$ cat src/rtl/data_bus_bridge_if.sv
// Core data-memory port plus data-RAM port, bundled for the data_bus_bridge.
// slave = bridge view; master = core/RAM side driving the bridge.
interface data_bus_bridge_if;
    logic [31:0] data_raddr;
    logic        data_re;
    logic [31:0] data_rdata;
    logic [31:0] data_waddr;
    logic [31:0] data_wdata;
    logic [3:0]  data_wstrb;
    logic        data_we;
    logic [31:0] ram_raddr;
    logic        ram_re;
    logic [31:0] ram_rdata;
    logic [31:0] ram_waddr;
    logic [31:0] ram_wdata;
    logic [3:0]  ram_wstrb;
    logic        ram_we;

    modport slave (
        input  data_raddr, data_re, data_waddr, data_wdata, data_wstrb, data_we, ram_rdata,
        output data_rdata, ram_raddr, ram_re, ram_waddr, ram_wdata, ram_wstrb, ram_we
    );

    modport master (
        output data_raddr, data_re, data_waddr, data_wdata, data_wstrb, data_we, ram_rdata,
        input  data_rdata, ram_raddr, ram_re, ram_waddr, ram_wdata, ram_wstrb, ram_we
    );
endinterface

$ cat src/rtl/data_bus_bridge.sv
// Core data-port bridge: decodes RAM vs. peripheral window (LED, SW, TIMER, TIMECMP, STATUS).
// Optional macro BRIDGE_PRESCALE_EN: TIMER advances once every PRESCALE cycles.
module data_bus_bridge #(
    parameter logic [31:0] PERIPH_BASE = 32'h8000_F000,
    parameter int          LED_W       = 16,
    parameter int          SW_W        = 16,
    parameter int          PRESCALE    = 4
) (
    input  logic               clk,
    input  logic               rst_n,
    data_bus_bridge_if.slave   bus,
    input  logic [SW_W-1:0]    sw_in,
    output logic [LED_W-1:0]   led_out,
    output logic               timer_irq
);

    localparam logic [19:0] PERIPH_PAGE = PERIPH_BASE[31:12];
    localparam logic [9:0]  IDX_LED     = 10'd0;
    localparam logic [9:0]  IDX_SW      = 10'd1;
    localparam logic [9:0]  IDX_TIMER   = 10'd2;
    localparam logic [9:0]  IDX_TIMECMP = 10'd3;
    localparam logic [9:0]  IDX_STATUS  = 10'd4;

    function automatic logic [31:0] merge_bytes(input logic [31:0] old_v,
                                                input logic [31:0] new_v,
                                                input logic [3:0]  strb);
        logic [31:0] r;
        for (int b = 0; b < 4; b++) begin
            r[8*b +: 8] = strb[b] ? new_v[8*b +: 8] : old_v[8*b +: 8];
        end
        return r;
    endfunction

    logic        rd_periph;
    logic        wr_periph;
    logic [9:0]  rd_idx;
    logic [9:0]  wr_idx;
    logic        wr_any;
    logic        led_we;
    logic        timer_we;
    logic        timecmp_we;

    logic [LED_W-1:0] led_q;
    logic [SW_W-1:0]  sw_meta;
    logic [SW_W-1:0]  sw_sync;
    logic [31:0]      timer_q;
    logic [31:0]      timecmp_q;
    logic [31:0]      led_ext;
    logic [31:0]      sw_ext;
    logic [31:0]      led_merged;
    logic [31:0]      periph_rword;
    logic [31:0]      rd_word;
    logic             rd_sel;
    logic             tick;

    assign rd_periph = (bus.data_raddr[31:12] == PERIPH_PAGE);
    assign wr_periph = (bus.data_waddr[31:12] == PERIPH_PAGE);
    assign rd_idx    = bus.data_raddr[11:2];
    assign wr_idx    = bus.data_waddr[11:2];

    // RAM side is pure pass-through; only the enables are gated by the decode
    assign bus.ram_raddr = bus.data_raddr;
    assign bus.ram_waddr = bus.data_waddr;
    assign bus.ram_wdata = bus.data_wdata;
    assign bus.ram_wstrb = bus.data_wstrb;
    assign bus.ram_re    = bus.data_re & ~rd_periph;
    assign bus.ram_we    = bus.data_we & ~wr_periph;

    assign wr_any     = bus.data_we & wr_periph & (|bus.data_wstrb);
    assign led_we     = wr_any & (wr_idx == IDX_LED);
    assign timer_we   = wr_any & (wr_idx == IDX_TIMER);
    assign timecmp_we = wr_any & (wr_idx == IDX_TIMECMP);

    always_comb begin
        led_ext = '0;
        led_ext[LED_W-1:0] = led_q;
        sw_ext = '0;
        sw_ext[SW_W-1:0] = sw_sync;
    end

    assign led_merged = merge_bytes(led_ext, bus.data_wdata, bus.data_wstrb);

    always_comb begin
        periph_rword = '0;
        case (rd_idx)
            IDX_LED:     periph_rword = led_ext;
            IDX_SW:      periph_rword = sw_ext;
            IDX_TIMER:   periph_rword = timer_q;
            IDX_TIMECMP: periph_rword = timecmp_q;
            IDX_STATUS:  periph_rword = {31'b0, timer_irq};
            default:     periph_rword = '0;
        endcase
    end

`ifdef BRIDGE_PRESCALE_EN
    localparam int PS_W = (PRESCALE > 2) ? $clog2(PRESCALE) : 1;
    logic [PS_W-1:0] ps_cnt;

    assign tick = (ps_cnt == PS_W'(PRESCALE - 1));

    // A TIMER write restarts the prescale period so the written value holds a full period
    always_ff @(posedge clk or negedge rst_n) begin
        if (!rst_n)
            ps_cnt <= '0;
        else if (timer_we || tick)
            ps_cnt <= '0;
        else
            ps_cnt <= ps_cnt + 1'b1;
    end
`else
    logic [31:0] unused_prescale;
    assign unused_prescale = PRESCALE;
    assign tick = 1'b1;
`endif

    always_ff @(posedge clk or negedge rst_n) begin
        if (!rst_n) begin
            led_q     <= '0;
            timer_q   <= '0;
            timecmp_q <= 32'hFFFF_FFFF;
            timer_irq <= 1'b0;
            sw_meta   <= '0;
            sw_sync   <= '0;
        end else begin
            sw_meta   <= sw_in;
            sw_sync   <= sw_meta;
            timer_irq <= (timer_q >= timecmp_q);
            if (led_we)
                led_q <= led_merged[LED_W-1:0];
            if (timecmp_we)
                timecmp_q <= merge_bytes(timecmp_q, bus.data_wdata, bus.data_wstrb);
            if (timer_we)
                timer_q <= merge_bytes(timer_q, bus.data_wdata, bus.data_wstrb);
            else if (tick)
                timer_q <= timer_q + 32'd1;
        end
    end

    // Read word is captured before this cycle's write lands, so same-cycle RAW returns the old value
    always_ff @(posedge clk or negedge rst_n) begin
        if (!rst_n) begin
            rd_sel  <= 1'b0;
            rd_word <= '0;
        end else if (bus.data_re) begin
            rd_sel  <= rd_periph;
            rd_word <= periph_rword;
        end
    end

    assign bus.data_rdata = rd_sel ? rd_word : bus.ram_rdata;
    assign led_out        = led_q;

endmodule

$ cat src/flat_wrapper.sv
// flat-port wrapper written by rule: the top's interface ports become plain ports
module data_bus_bridge_flat 
#(
    parameter logic [31:0] PERIPH_BASE = 32'h8000_F000,
    parameter int          LED_W       = 16,
    parameter int          SW_W        = 16,
    parameter int          PRESCALE    = 4
)
  (clk, rst_n, sw_in, led_out, timer_irq, bus_data_raddr, bus_data_re, bus_data_waddr, bus_data_wdata, bus_data_wstrb, bus_data_we, bus_ram_rdata, bus_data_rdata, bus_ram_raddr, bus_ram_re, bus_ram_waddr, bus_ram_wdata, bus_ram_wstrb, bus_ram_we);
  data_bus_bridge_if bus_i ();
  input  logic clk;
  input  logic rst_n;
  input  logic [SW_W-1:0] sw_in;
  output logic [LED_W-1:0] led_out;
  output logic timer_irq;
  input wire logic [$bits(bus_i.data_raddr)-1:0] bus_data_raddr;
  input wire logic [$bits(bus_i.data_re)-1:0] bus_data_re;
  input wire logic [$bits(bus_i.data_waddr)-1:0] bus_data_waddr;
  input wire logic [$bits(bus_i.data_wdata)-1:0] bus_data_wdata;
  input wire logic [$bits(bus_i.data_wstrb)-1:0] bus_data_wstrb;
  input wire logic [$bits(bus_i.data_we)-1:0] bus_data_we;
  input wire logic [$bits(bus_i.ram_rdata)-1:0] bus_ram_rdata;
  output wire logic [$bits(bus_i.data_rdata)-1:0] bus_data_rdata;
  output wire logic [$bits(bus_i.ram_raddr)-1:0] bus_ram_raddr;
  output wire logic [$bits(bus_i.ram_re)-1:0] bus_ram_re;
  output wire logic [$bits(bus_i.ram_waddr)-1:0] bus_ram_waddr;
  output wire logic [$bits(bus_i.ram_wdata)-1:0] bus_ram_wdata;
  output wire logic [$bits(bus_i.ram_wstrb)-1:0] bus_ram_wstrb;
  output wire logic [$bits(bus_i.ram_we)-1:0] bus_ram_we;
  assign bus_i.data_raddr = bus_data_raddr;
  assign bus_i.data_re = bus_data_re;
  assign bus_i.data_waddr = bus_data_waddr;
  assign bus_i.data_wdata = bus_data_wdata;
  assign bus_i.data_wstrb = bus_data_wstrb;
  assign bus_i.data_we = bus_data_we;
  assign bus_i.ram_rdata = bus_ram_rdata;
  assign bus_data_rdata = bus_i.data_rdata;
  assign bus_ram_raddr = bus_i.ram_raddr;
  assign bus_ram_re = bus_i.ram_re;
  assign bus_ram_waddr = bus_i.ram_waddr;
  assign bus_ram_wdata = bus_i.ram_wdata;
  assign bus_ram_wstrb = bus_i.ram_wstrb;
  assign bus_ram_we = bus_i.ram_we;
  data_bus_bridge #(.PERIPH_BASE(PERIPH_BASE), .LED_W(LED_W), .SW_W(SW_W), .PRESCALE(PRESCALE)) u_core (.clk(clk), .rst_n(rst_n), .bus(bus_i), .sw_in(sw_in), .led_out(led_out), .timer_irq(timer_irq));
endmodule
$ cat config.mk
export PLATFORM = sky130hd
export DESIGN_NAME = data_bus_bridge_flat
export DESIGN_NICKNAME = d
export VERILOG_FILES = /design/src/rtl/data_bus_bridge_if.sv /design/src/rtl/data_bus_bridge.sv /design/src/flat_wrapper.sv
export SDC_FILE = /design/constraint.sdc
export NUM_CORES = 1
export LEC_CHECK = 0
export CELL_PAD_IN_SITES_DETAIL_PLACEMENT = 1
export CELL_PAD_IN_SITES_GLOBAL_PLACEMENT = 1
export CORE_MARGIN = 10
export CORE_UTILIZATION = 31
export DETAILED_ROUTE_END_ITERATION = 6
export GPL_ROUTABILITY_DRIVEN = 1
export PLACE_DENSITY_LB_ADDON = 0.1
export SLEW_MARGIN = 10
export SYNTH_ARGS = -nofsm -noshare
export SYNTH_HDL_FRONTEND = slang
export SYNTH_SLANG_ARGS = --single-unit
$ cat constraint.sdc
create_clock -name clk -period 2.1 [get_ports clk]
set_input_delay 0.42 -clock clk [delete_from_list [all_inputs] [get_ports clk]]
set_output_delay 0.42 -clock clk [all_outputs]
set_load 0.02 [all_outputs]
==> results of run 1 <==
## power by group
| part | internal [mW] | switching, mW |
|---|---|---|
| Clock | 1.79 | 1.33 |
| Sequential | 2.85 | 0.00959 |
| Combinational | 0.568 | 0.491 |
## metrics by stage
stage               hold slack (ps)  power [mW]  setup slack, ps  util (%)  cell area, um^2
floorplan                       124        3.36             -251         -             8580
global placement                325        4.00             -715      45.0            12100
detailed placement              327        4.01             -788      45.0            12100
CTS                             351        7.11             -105      47.5            12800
global route                    358        7.33            -59.1      48.6            13100
finish                          348        7.04             23.1      48.6            13100
## layout by cell type, fill, tap and decap left out, types with 19 or more instances in the layout
cell,netlist,layout
ha_1,33,33
dlygate4sd2_1,0,27
nand3_1,20,19
inv_1,38,37
buf_2,4,23
dfstp_2,32,32
mux2_2,79,54
nand2_1,49,46
buf_4,100,118
o21ai_0,27,25
nor2_1,25,21
dfrtp_1,114,111
mux2_4,0,26
clkdlybuf4s50_1,0,209
mux2i_1,19,19
## area by class of cell
cell class	count	area (um^2)
diodes	2	5.00
clock buffers	18	429
clock inverters	14	165
fillers	2861	13900
inverters	38	143
multi-input cells	453	4120
flip-flops and latches	146	3700
well taps	341	427
repair buffers	430	4110
## per-layer routing
layer,global-route usage (%),routed length (um)
met5,0,0
met1,21.9,13400
met3,6.18,2730
met4,3.58,150
met2,28.0,14300
## cell families (layout without fill, tap and decap cells)
family                     count (synthesis)  in the layout  synth area share (%)
buffers and inverters                    165            500                  11.9
adders and majority gates                 33             33                  4.85
muxes                                    115            115                  16.9
and+or+nand+nor                          166            166                  11.0
AOI/OAI and AO/OA                        139            139                  11.9
other                                      0              2                     0
DFF                                      146            146                  43.4
## registers in the layout (all words and copies together), names as in the netlist
name / cells
u_core.timer_irq: 1
u_core.timer_q: 32
u_core.timecmp_q: 32
u_core.sw_meta: 16
u_core.rd_word: 32
u_core.sw_sync: 16
u_core.rd_sel: 1
u_core.led_out: 16
## worst max path at each step
stage | startpoint | to | slack (ps) | cells after the start
floorplan | bus_data_waddr[9] | u_core.led_out[10] | -250 | 5
global placement | bus_data_waddr[9] | u_core.timer_q[28] | -710 | 8
detailed placement | bus_data_waddr[9] | u_core.timer_q[30] | -790 | 9
CTS | bus_data_raddr[17] | bus_ram_re | -100 | 5
global route | bus_data_waddr[10] | u_core.timer_q[16] | -60 | 9
finish | u_core.rd_sel | bus_data_rdata[3] | 20 | 4
## repair_timing
action                                 in CTS  in global routing
endpoints found under the hold margin      24                  0
setup endpoints to repair                 115                 85
cloned                                      2                  1
pin swaps                                  14                 18
hold buffers                                1                  0
resized for setup                         219                 71
setup buffers                               7                  4
## worst reg2reg max path: stages, from the launching register on
cell and delay (ps):
dfstp_2 540, inv_1 50, ha_1 300, a21o_1 190
a21o_1 180, a221oi_2 250, buf_4 160, o31a_1 130
o31ai_1 70
==> metrics.md, run 1 <==
| Metric | Value |
|---|---|
| Row cnt | `60` |
| Fraction of registers with async set/reset | `between 90% and 100%` |
| Worst flop-to-flop path endpoint | `u_core.timer_irq` |
| Vias in the first global route | `about 8000` |
| All-layer global routing usage | `between 10% and 20%` |
| PwrDens | `about 540 mW/mm^2` |
| Ports | `303` |
| Routability congestion estimate | `0.829` |
| Max frequency | `about 0.48 GHz` |
| Antenna-violating nets left | `0` |
| Worst-path cell chain | `buf_6 > clkbuf_16 > mux2_2 > buf_2` |
| Hold Vio Cnt, Final | `0` |
| Crit end category | `output port` |
| Congestion Overflow GR | `0` |
| Crit path largest cell delay | `400 ps` |
| Outcome | `completed` |
| Worst-path maximum fanout | `5` |
| Die area | `0.0345 mm^2` |
| Placed Cells incl. Taps | `1394` |
| Leakage dissipation | `5.76 nW` |
| Post-synthesis sequential area ratio | `between 40% and 50%` |
| Nets | `1271` |
| Hold Crit Start | `u_core.sw_meta[1]` |
| Final setup viols | `0` |
| Top-count cell post-synth | `dfrtp_1` |
| Die width | `approximately 190 um` |
| FF-to-FF path depth | `8` |
| Num CTS Buffers | `17` |
| Area growth syn-to-layout | `53.9%` |
| Core area | `0.0270 mm^2` |
| Worst-Skew Late Latency | `about 430 ps` |
| Initial antenna violation count | `2` |
| Synth area leader | `dfrtp_1` |
| Startpoint Class | `register` |
| Fin Setup TNS | `0 ps` |
| Per-cell routed wire length | `about 21 um` |
| Maxcap violations | `0` |
| Post-Route WL | `around 31000 um` |
| Fin cells | `~1400` |
| Worst EP arrival | `around 1700 ps` |
| Synth cell types | `57` |
| Kind of cell adding the most delay to the critical path | `buffers and inverters` |
| First-pass GRT wire length | `roughly 46000 um` |
| Worst vdd ir | `between 0.3 and 0.4 mV` |
| Clk_skew | `~12 ps` |
| Clock Sink Count | `~150` |
| Largest net degree at the start of global routing | `46` |
| Via/cell ratio | `between 5 and 6` |
| First-pass DRT Iterations | `4` |
| Cell count after synthesis | `~760` |
| Ranking of synthesized cells by area | `dfrtp_1 (34%), mux2_2 (10%), dfstp_2 (9.9%), buf_4 (8.8%), ha_1 (4.9%)` |
| Hold Path Class | `register to register` |
| EDFF count, synth | `0` |
| R2R Path Start | `u_core.timecmp_q[5]` |
| Commonest register cell after synthesis | `dfrtp_1` |
| Clock transition at path regs | `60 ps` |
| DR DRC count | `0` |
| Top-area cell type share of the netlist area | `around 34%` |
| RSZ-0062 raised after global routing | `yes` |
| Initial Utilization | `a little under a third` |
| DR iter-0 viols | `290` |
| Relative slew slack | `between 60% and 70%` |
| Critical path's slowest cell | `dfrtp_2` |
| Synthesized area | `0.00851 mm^2` |
| Syn avg cell area | `~11 um^2` |
| Max clock buf depth | `2` |
| Die H | `186 um` |
| Proportion of layout cells with a drive suffix above 1 | `35.4%` |
| Hold EP | `u_core.sw_sync[1]` |
| Post-DP HPWL | `23400 um` |
| Slew @ Worst Pin | `a little over 500 ps` |
| CP required | `around 1700 ps` |
| CTS tree | `done` |
| Fin. max-slew vios | `0` |
| Total number of vias | `just over 7000` |
| Worst R2R Setup Slack | `approximately 100 ps` |
| # port buffers | `between 200 and 300` |
| Yosys reg bits | `146` |
| Hold Path Stages | `0` |
| Min Clock Period, post-route | `approximately 2100 ps` |
| WS Path Type | `register to output port` |
| Worst path bufs/invs | `3` |
| Final period util | `98.9%` |
| CTS Root Cell | `clkbuf_16` |
| Synthesis Warnings | `0` |
| Htree depth | `4` |
| Syn Nets | `roughly 950` |
| Most instantiated cells after synthesis | `dfrtp_1 (114), buf_4 (100), mux2_2 (79)` |
Note: power is estimated with default switching activity, not from simulation.
==> inputs of run 2 (changes only) <==
SLEW_MARGIN = not set   (was 10)
==> results of run 2 <==
The final DEF is identical to that of run 1; final timing and power are the same.
==> inputs of run 3 (changes only) <==
SLEW_MARGIN = 25   (was not set)
==> results of run 3 <==
The final DEF is identical to that of run 1; final timing and power are the same.
